[config.mk]
export PLATFORM = sky130hd
export DESIGN_NAME = serial_adder_nb
export DESIGN_NICKNAME = d
export VERILOG_FILES = /design/src/rtl/serial_adder_nb.sv
export SDC_FILE = /design/constraint.sdc
export NUM_CORES = 1
export LEC_CHECK = 0
export CORE_ASPECT_RATIO = 0.6
export CORE_UTILIZATION = 51
export DETAILED_ROUTE_END_ITERATION = 10
export PLACE_DENSITY = 0.79
export SYNTH_ARGS = -nofsm -noshare
export SYNTH_HDL_FRONTEND = slang
export SYNTH_SLANG_ARGS = --single-unit
[constraint.sdc]
create_clock -name clk -period 1.9 [get_ports clk]
set_input_delay 0.19 -clock clk [delete_from_list [all_inputs] [get_ports clk]]
set_output_delay 0.19 -clock clk [all_outputs]
set_load 0.03 [all_outputs]
[src/rtl/serial_adder_nb.sv]
// Bit-serial adder/subtractor: one full-adder cell and a carry flop, LSB first,
// WIDTH cycles per operation with a start/busy/done handshake.
//   state  | meaning
//   IDLE   | waiting for start
//   RUN    | one operand bit per clock, counter tracks bit index
//   DONE   | one-cycle result strobe; start here is accepted back-to-back
module serial_adder_nb #(
    parameter int WIDTH = 8
) (
    input  logic             clk,
    input  logic             rst_n,
    input  logic             start,
    input  logic             sub,
    input  logic             cin,
    input  logic [WIDTH-1:0] a,
    input  logic [WIDTH-1:0] b,
    output logic             busy,
    output logic             done,
    output logic [WIDTH-1:0] s,
    output logic             cout,
    output logic             ovf
);

    localparam int CW = $clog2(WIDTH + 1);

    typedef enum logic [1:0] {
        S_IDLE = 2'd0,
        S_RUN  = 2'd1,
        S_DONE = 2'd2
    } state_t;

    state_t           state_q, state_d;
    logic [WIDTH-1:0] a_sh_q, a_sh_d;
    logic [WIDTH-1:0] b_sh_q, b_sh_d;
    logic [WIDTH-1:0] r_sh_q, r_sh_d;
    logic             carry_q, carry_d;
    logic [CW-1:0]    cnt_q, cnt_d;
    logic [WIDTH-1:0] s_q, s_d;
    logic             cout_q, cout_d;
    logic             ovf_q, ovf_d;

    logic sum_bit;
    logic carry_nxt;
    logic last_bit;

    assign sum_bit   = a_sh_q[0] ^ b_sh_q[0] ^ carry_q;
    assign carry_nxt = (a_sh_q[0] & b_sh_q[0]) | (a_sh_q[0] & carry_q) | (b_sh_q[0] & carry_q);
    assign last_bit  = (cnt_q == CW'(WIDTH - 1));

    always_comb begin
        state_d = state_q;
        a_sh_d  = a_sh_q;
        b_sh_d  = b_sh_q;
        r_sh_d  = r_sh_q;
        carry_d = carry_q;
        cnt_d   = cnt_q;
        s_d     = s_q;
        cout_d  = cout_q;
        ovf_d   = ovf_q;

        case (state_q)
            S_IDLE, S_DONE: begin
                state_d = S_IDLE;
                if (start) begin
                    // Subtraction is a + ~b + ~cin, so invert b and seed the carry with ~cin.
                    a_sh_d  = a;
                    b_sh_d  = b ^ {WIDTH{sub}};
                    carry_d = cin ^ sub;
                    cnt_d   = '0;
                    state_d = S_RUN;
                end
            end
            S_RUN: begin
                a_sh_d  = a_sh_q >> 1;
                b_sh_d  = b_sh_q >> 1;
                r_sh_d  = {sum_bit, r_sh_q[WIDTH-1:1]};
                carry_d = carry_nxt;
                cnt_d   = cnt_q + CW'(1);
                if (last_bit) begin
                    // carry_q here is the carry into the MSB.
                    s_d     = {sum_bit, r_sh_q[WIDTH-1:1]};
                    cout_d  = carry_nxt;
                    ovf_d   = carry_q ^ carry_nxt;
                    state_d = S_DONE;
                end
            end
            default: state_d = S_IDLE;
        endcase
    end

    always_ff @(posedge clk or negedge rst_n) begin
        if (!rst_n) begin
            state_q <= S_IDLE;
            a_sh_q  <= '0;
            b_sh_q  <= '0;
            r_sh_q  <= '0;
            carry_q <= 1'b0;
            cnt_q   <= '0;
            s_q     <= '0;
            cout_q  <= 1'b0;
            ovf_q   <= 1'b0;
        end else begin
            state_q <= state_d;
            a_sh_q  <= a_sh_d;
            b_sh_q  <= b_sh_d;
            r_sh_q  <= r_sh_d;
            carry_q <= carry_d;
            cnt_q   <= cnt_d;
            s_q     <= s_d;
            cout_q  <= cout_d;
            ovf_q   <= ovf_d;
        end
    end

    assign busy = (state_q == S_RUN);
    assign done = (state_q == S_DONE);
    assign s    = s_q;
    assign cout = cout_q;
    assign ovf  = ovf_q;

endmodule

==> run metrics <==
number of global-route vias before repair=1150; fraction of layout cells with a size suffix above 1=0.2108; Startpoint Class=flop; ANT nets after route=0; CTS clk-pin slew, worst paths=0.08 ns; Post-Synth XOR/XNOR Area=0.05564; largest family of logic cells by synthesized area=compound AO/OA/AOI/OAI gates; TritonCTS buffer count=5; met3 track demand over resource=0.07961; Fmax=577.4 MHz; post-synthesis mux area share=0.1221; synthesized flop and latch total=40; post-placement cell area=2088 sq um; H-tree levels=2; clock latency at the later pin of the worst-skew pair=0.29 ns; post-DP HPWL=2.277 mm; Placer Congestion=0.7268; Final Setup Violations=0; WHS=0.4818 ns; Register-to-Register Setup Slack=0.17 ns; crit path capture type=flop; post-DR wirelength/cell=15.10 um; clk sinks=40; GR peak layer=met2; first-pass GRT wire length=5.423 mm; commonest cells after routing, fill and taps aside=dfrtp_1 (40), clkdlybuf4s50_1 (30), mux2_2 (17); CP arrival=1.90 ns; Initial Util=0.5695; Post-Syn Area=1732 sq um; Slew @ Worst Pin=0.7021 ns; pwr/cell area=1680 nW/um^2; status=finished clean; setup_tns=0 ns; Avg Cell Area, Syn=13.64 sq um; Worst R2R Path Depth=4; antenna violations before repair=0; worst setup margin=0.1682 ns; die width=77.23 um; grt ovf=0; Die ar.=3640 sq um; Max FO, Critical Path=11; Total Routing Usage GR=0.2073; commonest non-fill, non-tap cell in the layout=dfrtp_1; Syn Inst Count=127; nets@finish=188; Iter 0 DRT Violations=60; final wirelength=3.141 mm; # rows=15; Boundary Pins=33; Max-Cap Viols=0; FF-to-FF End=s[4]; RSZ-0062 raised after global routing=no; peak supply drop=0.6979 mV; Root Driver=clkbuf_8; Slew Limit Headroom=0.5314; synth unique cells=23; Die H=47.14 um; critical path required time=2.07 ns; DR vias=1106; Final Critical Period=1.732 ns; CTS tree=built; M2 GR Usage=0.3434; CP Class=reg -> reg; Core Footprint=3040 sq um; design area=2191 sq um; worst setup path start=state_q[1]; Port Buffers=32; met1 GRT Util=0.2641; diode count=0; hold buffer count at cts=1; Via density=5.317; YS warnings=0; drt first pass iters=2; final hold vios=0; postcts setup bufs=0; CTS Buffer Depth=2; Hold WC Path Type=in -> async; Leak Pwr=1.006 nW; post_cts resized=0; Syn Nets=150; fin crit share=0.9115; largest net degree at the start of global routing=41; Remaining DRCs=0; clock skew=0.008153 ns; DP Worst Slack=0.1985 ns; adder-cell area share of the yosys netlist=0.01879; Layout area overhead=26.52%; sequential area share after synthesis=0.5780; Reg2Reg Launch Point=state_q[1]; max-slew violation count=0; Synth Area in Compound Gates=0.1351; Post-Synth Simple-Gate Area=0.05925; fin util=0.7206
synth_stat cells:
library cell,count,area share
a221o_1,8,0.046
xor2_1,2,0.010
clkbuf_1,1,0.0022
o21ai_0,1,0.0029
buf_4,1,0.0043
and2b_1,1,0.0043
mux2i_1,2,0.012
nor2_1,9,0.020
dfrtp_1,40,0.58
fa_1,1,0.012
buf_2,4,0.012
nor2_2,1,0.0036
nor3b_2,1,0.0072
mux2_2,17,0.11
nand2b_1,1,0.0036
nand4_1,1,0.0036
ha_1,1,0.0072
a21o_1,7,0.030
nor2b_1,3,0.011
nand2_1,3,0.0065
buf_6,2,0.013
xnor2_1,9,0.046
a22o_1,11,0.056
worst max-delay path: stages, from the launching register on:
cell and delay, ns:
dfrtp_1 0.38, and2b_1 0.41, nor3b_2 0.24, buf_4 0.22
mux2_2 0.36
per-layer routing:
layer | vias up | share of wire | wire length, um
met5 | - | 0 | 0
met2 | 25 | 0.47 | 1467
met3 | 0 | 0.044 | 139
met1 | 547 | 0.49 | 1534
li1 | 534 | - | -
met4 | 0 | 0 | 0
cells by family after synthesis:
logic type,after synthesis
fa+ha+maj,2
buf+inv,8
compound gates,27
mux,19
xor+xnor,11
flops,40
simple gates,20
worst max-delay path by stage:
stage                end  slack (ns)  cells past startpoint
3_5_place_dp        s[4]        0.20                      4
3_3_place_gp   b_sh_q[6]        0.25                      4
4_1_cts             s[4]        0.16                      4
5_1_grt             s[4]        0.08                      4
2_1_floorplan       cout        0.46                      5
6_report            s[4]        0.17                      4
stage by stage:
stage                     cells  power, mW
after global routing        208      3.926
after floorplan             127      2.609
after CTS                   208      3.703
final                       208      3.680
after detailed placement    199      3.127
after global placement      199      3.027
final cells by class:
class	count	area (sq um)
Clock inverter	2	10.01
Fill cell	215	849.6
Tap cell	42	52.55
Clock buffer	6	82.58
Timing Repair Buffer	39	367.9
Sequential cell	40	1001
Multi-Input combinational cell	79	676.9
where the power goes:
part	total (mW)	internal, mW	switching [mW]
Sequential	1.51	1.25	0.264
Combinational	1.60	0.836	0.760
Clock	0.573	0.290	0.283
sequential cells by signal (all words and copies together), names as in the netlist:
register	count
cnt_q	4
state_q	2
b_sh_q	8
r_sh_q	7
cout	1
ovf	1
a_sh_q	8
s	8
carry_q	1
Note: power is estimated with default switching activity, not from simulation.
